File: src/rtl/ca_pkg.sv
`default_nettype none
// ============================================================================
// Module   : ca_pkg
// Purpose  : Shared constants, FSM state encoding and byte-extraction helper
//            for the elementary cellular-automaton row engine.
// Revision : 1.0 - initial release
// ============================================================================
package ca_pkg;

  localparam int CA_CELLS  = 128;
  localparam int CA_ROWS   = 64;
  localparam int CA_COLS   = 16;
  localparam int CA_ADDR_W = 10;

  typedef enum logic [2:0] {
    ST_CLEAR = 3'd0,
    ST_SEED  = 3'd1,
    ST_IDLE  = 3'd2,
    ST_STEP  = 3'd3,
    ST_WRITE = 3'd4
  } ca_state_e;

  // Row bit CA_CELLS-1 holds cell 0, so byte 'col' is the slice starting at
  // the top once the row is shifted left by col*8; its MSB is the leftmost cell.
  function automatic logic [7:0] row_byte(input logic [CA_CELLS-1:0] row,
                                          input logic [3:0]          col);
    logic [CA_CELLS-1:0] shifted;
    shifted = row << {col, 3'b000};
    return shifted[CA_CELLS-1 -: 8];
  endfunction

endpackage
`default_nettype wire

File: src/rtl/ca_next_row.sv
`default_nettype none
// ============================================================================
// Module   : ca_next_row
// Purpose  : Combinational next-generation function for a 128-cell row.
//            Row bit CA_CELLS-1-i holds cell i. Edge behaviour selected by
//            macro CA_WRAP_EN (toroidal row) or zero-padding when undefined.
// Revision : 1.0 - initial release
// ============================================================================
module ca_next_row
  import ca_pkg::*;
(
  input  logic [7:0]          rule,
  input  logic [CA_CELLS-1:0] row,
  output logic [CA_CELLS-1:0] next_row
);

  // Padding bits supply the out-of-range neighbours of cells 0 and 127.
  logic pad_left;
  logic pad_right;

`ifdef CA_WRAP_EN
  assign pad_left  = row[0];
  assign pad_right = row[CA_CELLS-1];
`else
  assign pad_left  = 1'b0;
  assign pad_right = 1'b0;
`endif

  // ext[j+2] is the left neighbour, ext[j+1] the cell, ext[j] the right one.
  logic [CA_CELLS+1:0] ext;
  assign ext = {pad_left, row, pad_right};

  genvar j;
  generate
    for (j = 0; j < CA_CELLS; j++) begin : g_cell
      assign next_row[j] = rule[{ext[j+2], ext[j+1], ext[j]}];
    end
  endgenerate

endmodule
`default_nettype wire

File: src/rtl/ca_row_engine.sv
`default_nettype none
// ============================================================================
// Module   : ca_row_engine
// Purpose  : Clears the 1024x8 debug RAM, writes a seed row, then writes one
//            new cellular-automaton generation per frame_tick into a 64-row
//            ring at address {row[5:0], col[3:0]}.
//            Optional macro CA_WRAP_EN (in ca_next_row) makes the row toroidal.
// Revision : 1.0 - initial release
// ============================================================================
module ca_row_engine
  import ca_pkg::*;
#(
  parameter logic [7:0] RULE      = 8'd30,
  parameter int         SEED_CELL = 64
) (
  input  logic                 clk,
  input  logic                 rst,
  input  logic                 frame_tick,
  output logic                 ram_we,
  output logic [CA_ADDR_W-1:0] ram_addr,
  output logic [7:0]           ram_data,
  output logic                 busy,
  output logic [7:0]           gen_count
);

  localparam int ROW_W = $clog2(CA_ROWS);

  // Generation 0: only the seed cell is live (cell i lives at bit CA_CELLS-1-i).
  localparam logic [CA_CELLS-1:0] SEED_ROW =
    {1'b1, {(CA_CELLS-1){1'b0}}} >> SEED_CELL;

  ca_state_e           state;
  logic [CA_ADDR_W-1:0] clr_cnt;
  logic [3:0]           col;
  logic [CA_CELLS-1:0]  row;
  logic [CA_CELLS-1:0]  next_row;
  logic [ROW_W-1:0]     wr_row;

  // gen_count[5:0] is the ring row last written, so the new one goes just after it.
  assign wr_row = gen_count[ROW_W-1:0] + ROW_W'(1);

  ca_next_row u_next (
    .rule     (RULE),
    .row      (row),
    .next_row (next_row)
  );

  // Sequencer: clear, seed, then one step plus a 16-byte write per frame tick.
  always_ff @(posedge clk) begin
    if (rst) begin
      state     <= ST_CLEAR;
      clr_cnt   <= '0;
      col       <= '0;
      row       <= '0;
      gen_count <= '0;
      ram_we    <= 1'b0;
      ram_addr  <= '0;
      ram_data  <= '0;
      busy      <= 1'b1;
    end else begin
      case (state)
        ST_CLEAR: begin
          ram_we   <= 1'b1;
          ram_addr <= clr_cnt;
          ram_data <= 8'h00;
          busy     <= 1'b1;
          clr_cnt  <= clr_cnt + CA_ADDR_W'(1);
          if (&clr_cnt) begin
            state <= ST_SEED;
            row   <= SEED_ROW;
            col   <= '0;
          end
        end
        ST_SEED: begin
          ram_we   <= 1'b1;
          ram_addr <= {{ROW_W{1'b0}}, col};
          ram_data <= row_byte(row, col);
          busy     <= 1'b1;
          col      <= col + 4'd1;
          if (col == 4'(CA_COLS-1)) begin
            state <= ST_IDLE;
          end
        end
        ST_IDLE: begin
          ram_we <= 1'b0;
          // Ticks outside IDLE are simply never looked at.
          if (frame_tick) begin
            state <= ST_STEP;
            busy  <= 1'b1;
          end else begin
            busy  <= 1'b0;
          end
        end
        ST_STEP: begin
          ram_we <= 1'b0;
          busy   <= 1'b1;
          row    <= next_row;
          col    <= '0;
          state  <= ST_WRITE;
        end
        ST_WRITE: begin
          ram_we   <= 1'b1;
          ram_addr <= {wr_row, col};
          ram_data <= row_byte(row, col);
          busy     <= 1'b1;
          col      <= col + 4'd1;
          if (col == 4'(CA_COLS-1)) begin
            gen_count <= gen_count + 8'd1;
            state     <= ST_IDLE;
          end
        end
        default: begin
          state   <= ST_CLEAR;
          clr_cnt <= '0;
          col     <= '0;
          ram_we  <= 1'b0;
          busy    <= 1'b1;
        end
      endcase
    end
  end

endmodule
`default_nettype wire

File: config.mk
export PLATFORM = sky130hd
export DESIGN_NAME = ca_row_engine
export DESIGN_NICKNAME = d
export VERILOG_FILES = /design/src/rtl/ca_pkg.sv /design/src/rtl/ca_next_row.sv /design/src/rtl/ca_row_engine.sv
export SDC_FILE = /design/constraint.sdc
export NUM_CORES = 1
export LEC_CHECK = 0
export ABC_AREA = 1
export CAP_MARGIN = 20
export CORE_MARGIN = 2
export CORE_UTILIZATION = 49
export CTS_BUF_LIST = sky130_fd_sc_hd__clkbuf_8
export DETAILED_ROUTE_END_ITERATION = 10
export GPL_TIMING_DRIVEN = 1
export PLACE_DENSITY = 0.67
export SETUP_SLACK_MARGIN = 0.05
export SKIP_CTS_REPAIR_TIMING = 1
export SLEW_MARGIN = 20
export SYNTH_ARGS = -nofsm -noshare
export SYNTH_HDL_FRONTEND = slang
export SYNTH_HIERARCHICAL = 1
export SYNTH_SLANG_ARGS = --single-unit
export TNS_END_PERCENT = 50
File: constraint.sdc
create_clock -name clk -period 1.49 [get_ports clk]
set_clock_uncertainty 0.05 [all_clocks]
set_input_delay 0.298 -clock clk [delete_from_list [all_inputs] [get_ports clk]]
set_output_delay 0.298 -clock clk [all_outputs]
set_load 0.02 [all_outputs]
==> Yosys cells after proc, flatten, opt, wreduce, memory -nomap -nowiden <==
Memories as Yosys holds them, arrays and structs flattened. A register that Yosys moved wholly into a read port is not among the register bits.
Index checks and enable logic that the tools add are counted.
{ "word_totals": {"reg_bits": 173, "latch_bits": 0, "mem_bits_rw": 0, "romBits": 1008, "in_bits": 3, "out_inout_bits": 28, "wordCells": 685, "mem_count": 126} }
{ "classes": {"addsub": 4, "multipliers": 0, "n_div": 0, "magnitude_cmp": 128, "n_eq_ne": 8, "shift": 1, "muxes": 395, "bitwise_logic": 1, "reduce_logical": 13} }
{ "memory_table": {"columns": ["memory", "words", "word_bits", "rd", "rd_clocked_by_memory_dff", "wr", "line", "source"], "rows": [
  ["(no name shown)", 8, 1, 1, 1, 0, "ca_next_row.sv:36", "assign next_row[j] = rule[{ext[j+2], ext[j+1], ext[j]}];"],
  ["(no name shown)", 8, 1, 1, 1, 0, "ca_next_row.sv:36", null],
  ["(no name shown)", 8, 1, 1, 1, 0, "ca_next_row.sv:36", null],
  ["(no name shown)", 8, 1, 1, 1, 0, "ca_next_row.sv:36", null],
  ["(no name shown)", 8, 1, 1, 1, 0, "ca_next_row.sv:36", null],
  ["(no name shown)", 8, 1, 1, 1, 0, "ca_next_row.sv:36", null],
  ["120 more memories", null, null, null, null, null, null, null]
]} }
{ "ops": {"columns": ["operator", "n"], "rows": [
  ["3-bit two-way mux", 255],
  ["3-bit by 4-bit less-than comparator with 1-bit output (second input constant)", 127],
  ["128-bit one-hot mux with 2 select lines", 1],
  ["1-bit two-way mux", 130],
  ["128-bit two-way mux", 1],
  ["128-bit by 7-bit << shifter with 128-bit output", 1],
  ["10-bit one-hot mux with 3 select lines", 1],
  ["10-bit one-hot mux with 2 select lines", 1],
  ["8-bit one-hot mux with 2 select lines", 1],
  ["3-bit one-hot mux with 4 select lines", 1],
  ["4-bit one-hot mux with 3 select lines", 1],
  ["10-bit by 1-bit adder with 10-bit output (second input constant)", 1],
  ["10-bit AND reduction", 1],
  ["8-bit by 1-bit adder with 8-bit output (second input constant)", 1],
  ["6-bit by 1-bit adder with 6-bit output (second input constant)", 1],
  ["3-bit by 2-bit == test with 1-bit output (second input constant)", 2],
  ["2-bit AND reduction", 3],
  ["4-bit by 1-bit adder with 4-bit output (second input constant)", 1],
  ["1-bit binary-select mux with 2-bit select", 2],
  ["4-bit == test (second input constant)", 1],
  ["2-bit by 4-bit less-than comparator with 1-bit output (second input constant)", 1],
  ["4-bit two-way mux", 1],
  ["2-bit != test (second input constant)", 2],
  ["2-bit nonzero test", 2],
  ["10 further kinds", 11]
]} }

==> Longest topological paths before layout <==
Gate-level depths: netlist of run 1.
{ "depth": {"word_depth": 5, "depth_mapped": 11, "ltp_nobuf": 10} }

==> By module <==
The synthesis of run 1 kept the hierarchy.
{ "modules_own_cells": {"columns": ["module", "instances", "cells_per_inst", "area_per_inst_um2", "seq_area_each_um2"], "rows": [
  ["ca_next_row", 1, 2514, 10428.8, 0.0],
  ["ca_row_engine", 1, 1209, 8663.3, 3463.3]
]} }

==> Worst setup path after synthesis of run 1 <==
No wires, ideal clock.
{ "synth_timing": {"kind": "register -> register", "start": "register clr_cnt[1]", "end": "register row[10]", "setup_ps": 143, "t_arrival_ps": 1375, "required_time_ps": 1297, "setup_slack_ps": -79, "path_stages_with_launch": 11, "n_path_buf": 2, "period_less_slack_ps": 1569, "path_cell_list": "dfxtp_1 ha_1 nand2_2 nor2_4 nand3_2 nor2_2 nor2_4 buf_12 buf_6 nand2_2 a21oi_2"} }
{ "synth_via": {"elab_chain_len": 3} }
{ "synth_lines": {"columns": ["element", "line", "source"], "rows": [
  ["start: declaration", "ca_row_engine.sv:33", "logic [CA_ADDR_W-1:0] clr_cnt;"],
  ["start signal: assignment", "ca_row_engine.sv:67", "clr_cnt <= clr_cnt + CA_ADDR_W'(1);"],
  ["10-bit AND reduction", "ca_row_engine.sv:68", "if (&clr_cnt) begin"],
  ["2-bit != test (no line)", null, null],
  ["2-bit AND reduction (no line)", null, null],
  ["end signal: assignment", "ca_row_engine.sv:97", "row <= next_row;"],
  ["end: declaration", "ca_row_engine.sv:35", "logic [CA_CELLS-1:0] row;"]
]} }
No other way between the ends.
A chain may end at the register's enable or synchronous reset.

==> Worst setup path in the final report of run 1 <==
{ "layout_timing": {"start": "register clr_cnt[1]", "end": "register row[23]"} }
The elaborated chain is that of the path after synthesis.

==> results of run 1 <==
[cell families (layout without fill, tap and decap cells)]
| family | after synthesis | after routing |
|---|---|---|
| flip-flops | 173 | 173 |
| adder cells (fa/ha/maj) | 3 | 3 |
| other | 2 | 15 |
| XOR/XNOR | 3 | 3 |
| AND/OR/NAND/NOR | 2800 | 2800 |
| AO/OA/AOI/OAI | 204 | 204 |
| buffers and inverters | 538 | 522 |
[layer usage]
metal  up-vias  GRT usage (%)  wire length (um)
met1     10100           39.0             27300
met2       971           47.8             28200
met4         0           10.6              1740
li1      11500              -                 -
met5         -              0                 0
met3       114           2.79              4960
[cell type report]
type,count,area [sq um]
inverter,236,901
tap,518,648
clock buffer,19,262
fill,4037,17200
clock inverter,13,130
sequential,173,3490
multi-input combinational,3025,13500
timing repair buffer,254,2410
[power by group through the flow]
stage	clock network, mW	logic (mW)	registers, mW
final	3.55	3.87	4.83
after global routing	3.74	4.26	4.84
after CTS	3.60	3.11	4.83
after detailed placement	0	3.10	4.94
after global placement	0	3.08	4.94
after floorplan	0	2.33	4.98
[critical path, cell delays in order (launching register included)]
cell and delay, ns:
dfxtp_2 0.37, ha_4 0.15, nand2_4 0.06, nor2_4 0.13, nand3_4 0.09, nor2_4 0.15
nor2_4 0.09, buf_12 0.13, clkbuf_16 0.16, clkbuf_16 0.18, nand2_2 0.06, a21oi_2 0.04
[worst max-delay path by stage]
stage / to / cells past startpoint
floorplan: row[34] / 10
global placement: row[63] / 9
detailed placement: row[63] / 9
CTS: ram_data[2] / 1
global route: row[21] / 11
finish: row[23] / 11
[Yosys cell counts, drive strengths merged]
cell type,instances,share of area [%]
nor3,4,0.10
clkbuf,24,0.47
buf,278,8.3
o21ai,33,0.87
a21oi,161,6.2
xor2,3,0.14
o21a,2,0.079
dfxtp,173,18
nor2,32,0.81
nand2,2155,44
clkinv,2,0.039
o21bai,1,0.039
a22oi,3,0.12
a211oi,2,0.079
a21o,1,0.039
nand3,606,16
o211ai,1,0.039
ha,3,0.20
nand4,3,0.098
conb,2,0.039
inv,234,4.6
[sequential cells by signal, indices dropped and copies added (netlist names)]
signal and cells:
row 128, busy 1, ram_we 1, col 4, state 3, gen_count 8
clr_cnt 10, ram_addr 10, ram_data 8
[cells in the final DEF, fill, tap and decap left out, types with 6 or more instances in the layout]
| cell | Yosys | routed |
|---|---|---|
| conb_1 | 2 | 15 |
| o21ai_1 | 4 | 13 |
| inv_2 | 14 | 11 |
| nand2_2 | 101 | 99 |
| clkbuf_8 | 0 | 20 |
| nand3_1 | 605 | 575 |
| a21oi_2 | 100 | 108 |
| clkbuf_2 | 0 | 11 |
| dfxtp_1 | 173 | 156 |
| nor2_4 | 3 | 7 |
| o21ai_0 | 29 | 19 |
| nand2_4 | 0 | 21 |
| a21oi_1 | 61 | 53 |
| dfxtp_2 | 0 | 13 |
| buf_6 | 12 | 7 |
| inv_6 | 0 | 6 |
| buf_12 | 1 | 18 |
| nand3_2 | 1 | 29 |
| clkbuf_16 | 0 | 10 |
| nor2_1 | 24 | 21 |
| inv_1 | 220 | 220 |
| buf_4 | 23 | 195 |
| nand2_1 | 2054 | 2035 |
==> flow_summary.json, run 1 <==
{
  "status": "complete, but fails checks",
  "violations": "negative setup slack",
  "place_hpwl_mm": 35.0,
  "drc": 0,
  "viasPerCell": 5.35,
  "reg2reg_from": "clr_cnt[1]",
  "worstPathArrival_ns": 2.13,
  "crit_path_max_fanout": 8,
  "power_mw": 12.3,
  "core_area_sq_mm": 0.0386,
  "ys_seq_area_share_pct": 18.1,
  "combPwrFrac_pct": 31.6,
  "grt_max_degree": 128,
  "clk_pin_slew_ns": 0.11,
  "tns_ns": -28.21,
  "drtIter0Drc": 2638,
  "drv_slew": 0,
  "syn_avg_cell_area_sq_um": 5.13,
  "hold_class": "in -> reg",
  "clock_path_buffers": 2,
  "r2r_slack_ns": -0.30,
  "worstPathRequired_ns": 1.84,
  "p_leak_nw": 10.0,
  "setup.worst_path.class": "reg -> reg",
  "ir_drop_v": 0.000682,
  "grt_use_total_pct": 28.9,
  "cts-root-buf": "clkbuf_8",
  "p_sw_share_pct": 38.7,
  "switchingPower_mw": 4.74,
  "critPathLaunchType": "flip-flop",
  "synth_fa_ha_area_share_pct": 0.197,
  "antenna_cells": 0,
  "cts_tree": "yes",
  "place_ws_ns": -0.322,
  "synth.distinct_cells": 33,
  "stdcell_count": 4238,
  "r2r-end": "row[23]",
  "final_area_sq_mm": 0.0214,
  "cts-buffers-inserted": 17,
  "fin_crit_sh_pct": 120,
  "yosysWarnings": 6,
  "wl_per_cell_um": 14.7,
  "dr.pass1.iters": 7,
  "chipHeight_um": 201,
  "drive_gt1_share_pct": 15.8,
  "rows": 72,
  "synth_simple_gate_area_share_pct": 60.6,
  "ys_ff_latch": 173,
  "drt-total-wl_mm": 62.2,
  "antenna_found_initial": 0,
  "worst-r2r-cell-count": 11,
  "rsz0062_at_grt": "yes",
  "netlist_area_sq_mm": 0.0191,
  "internal-power_mw": 7.52,
  "timing.hold.ws_ns": 0.237,
  "dp_cells": 4185,
  "drv_cap": 0,
  "placed_area_sq_mm": 0.0202,
  "synth_xor_area_share_pct": 0.138,
  "cts_sinks": 173,
  "syn_to_final_growth_pct": 12.0,
  "clk_latency_ns": 0.52,
  "routabilityCongestion": 0.856,
  "min_path_cells": 3,
  "hp-start": "rst",
  "ios": 31,
  "grt_first_pass_wirelength_mm": 99.9,
  "ant_nets": 0,
  "vias": 22700,
  "htree_levels": 4,
  "synth.area.mux_share_pct": 0,
  "clkPwrFrac_pct": 29.0,
  "die_w_um": 201,
  "synth_compound_area_share_pct": 7.44,
  "synth_top_family_by_area": "simple AND/OR/NAND/NOR gates",
  "place.port_buffers": 30,
  "cp-end-kind": "flip-flop",
  "maxClockFrequency_mhz": 560,
  "period_minus_slack_ns": 1.79,
  "fin_ws_ns": -0.296,
  "pwr-share-seq_pct": 39.4,
  "start_util_pct": 49.5,
  "final_net_count": 3713,
  "dieArea_sq_mm": 0.0406,
  "utilization_pct": 55.5,
  "gr-total-overflow": 0,
  "startpoint": "clr_cnt[1]",
  "hold_violations": 0,
  "min_to": "row[39]",
  "finalSetupViolations": 133,
  "first_global_vias": 20100,
  "syn-instance-count": 3723,
  "p_per_area_mw_per_mm2": 573
}
Note: power is estimated with default switching activity, not from simulation.
==> inputs of run 2 (changes only) <==
Settings changed: CORE_ASPECT_RATIO set to 0.8, TNS_END_PERCENT 50 to unset.
==> flow_summary.json, run 2 (same netlist as run 1, synthesis figures left out) <==
{
  "drv_slew": 0,
  "reg_top3": "row x128, clr_cnt x10, ram_addr x10",
  "regMostFlops": "row",
  "violations": "negative setup slack",
  "place.port_buffers": 30,
  "power_mw": 12.7,
  "vias": 23000,
  "ir_drop_v": 0.000746,
  "drv_cap": 0,
  "p_leak_nw": 10.2,
  "tns_ns": -13.91,
  "p_per_area_mw_per_mm2": 585,
  "cp-end-kind": "flip-flop",
  "period_minus_slack_ns": 1.67,
  "clk_latency_ns": 0.52,
  "fin_ws_ns": -0.177,
  "layout_common_cells": "2012 x nand2_1, 552 x nand3_1, 218 x inv_1",
  "grt_use_total_pct": 28.8,
  "drive_gt1_share_pct": 17.6,
  "critPathLaunchType": "flip-flop",
  "worstPathRequired_ns": 1.89,
  "ant_nets": 0,
  "chipHeight_um": 181,
  "clk_pin_slew_ns": 0.12,
  "rows": 64,
  "drc": 0,
  "layout_commonest_cell": "nand2_1",
  "clock_path_buffers": 2,
  "fin_crit_sh_pct": 112,
  "drtIter0Drc": 3057,
  "syn_to_final_growth_pct": 13.7,
  "largest_reg_flops": 128,
  "dieArea_sq_mm": 0.0406,
  "htree_levels": 4,
  "status": "complete, but fails checks",
  "final_net_count": 3735,
  "first_global_vias": 19300,
  "drt-total-wl_mm": 62.8,
  "place_ws_ns": -0.266,
  "crit_path_max_fanout": 39,
  "place_hpwl_mm": 35.3,
  "worstPathArrival_ns": 2.07,
  "start_util_pct": 49.8,
  "gr-total-overflow": 0,
  "r2r_slack_ns": -0.18,
  "finalSetupViolations": 137,
  "routabilityCongestion": 0.858,
  "setup.worst_path.class": "reg -> reg",
  "cts_tree": "yes",
  "timing.hold.ws_ns": 0.124,
  "dr.pass1.iters": 6,
  "grt_first_pass_wirelength_mm": 98.7,
  "die_w_um": 225,
  "num-fill-cells": 3787,
  "core_area_sq_mm": 0.0384,
  "cts_sinks": 173,
  "wl_per_cell_um": 14.8,
  "maxClockFrequency_mhz": 600,
  "antenna_found_initial": 1,
  "viasPerCell": 5.43,
  "hold_class": "in -> reg",
  "rsz0062_at_grt": "yes",
  "cts-buffers-inserted": 17,
  "ios": 31,
  "utilization_pct": 56.6,
  "cts-root-buf": "clkbuf_8",
  "grt_max_degree": 128,
  "hold_violations": 0
}
==> run 2: changes by cell type in the layout (fill, tap and decap cells not counted), sizes merged <==
cell          delta
buf             +26
clkbuf           -4
clkinvlp         +4
dlymetal6s2s     -2
bufinv           -1
clkinv           -1
diode            +1
==> run 2: stage by stage <==
stage	std cells	instance area [sq um]
after global placement	4174	20300
after CTS	4206	20700
after floorplan	3736	19200
after detailed placement	4174	20300
after global routing	4238	21700
final	4238	21700
==> run 2: per-layer routing <==
layer  wire (um)  part of all wire (%)  global-route usage (%)
met3        5960                   9.5                    3.21
met4        1100                   1.8                    6.12
met2       27100                    43                    43.5
met1       28600                    46                    43.5
met5           0                     0                       0
==> run 2: path summary, 6_finish.rpt <==
check	cells past startpoint	endpoint	start
max	7	row[119]	state[2]
min	3	row[60]	rst
max reg2reg	7	row[119]	state[2]
min reg2reg	2	ram_addr[3]	ram_addr[3]
==> run 2: final cells by class <==
| cell class | count | area [sq um] | area share (%) |
|---|---|---|---|
| Clock inverter | 15 | 149 | 0.686 |
| Clock buffer | 17 | 234 | 1.08 |
| Inverter | 236 | 907 | 4.18 |
| Antenna cell | 1 | 2.50 | 0.0115 |
| Tap cell | 495 | 619 | 2.85 |
| Timing Repair Buffer | 276 | 2650 | 12.2 |
| Sequential cell | 173 | 3510 | 16.2 |
| Multi-Input combinational cell | 3025 | 13600 | 62.8 |
==> run 2: power by group <==
group          internal, mW  switching [mW]  total [mW]
sequential             4.73           0.122        4.85
clock                  1.24            2.28        3.51
combinational          1.66            2.68        4.34
==> run 2: critical path: stages (launching register included) <==
cell     delay (ns)
dfxtp_4        0.40
inv_1          0.11
nand2_1        0.12
nor2_4         0.16
buf_4          0.22
buf_12         0.23
nand2_1        0.12
a21oi_2        0.15
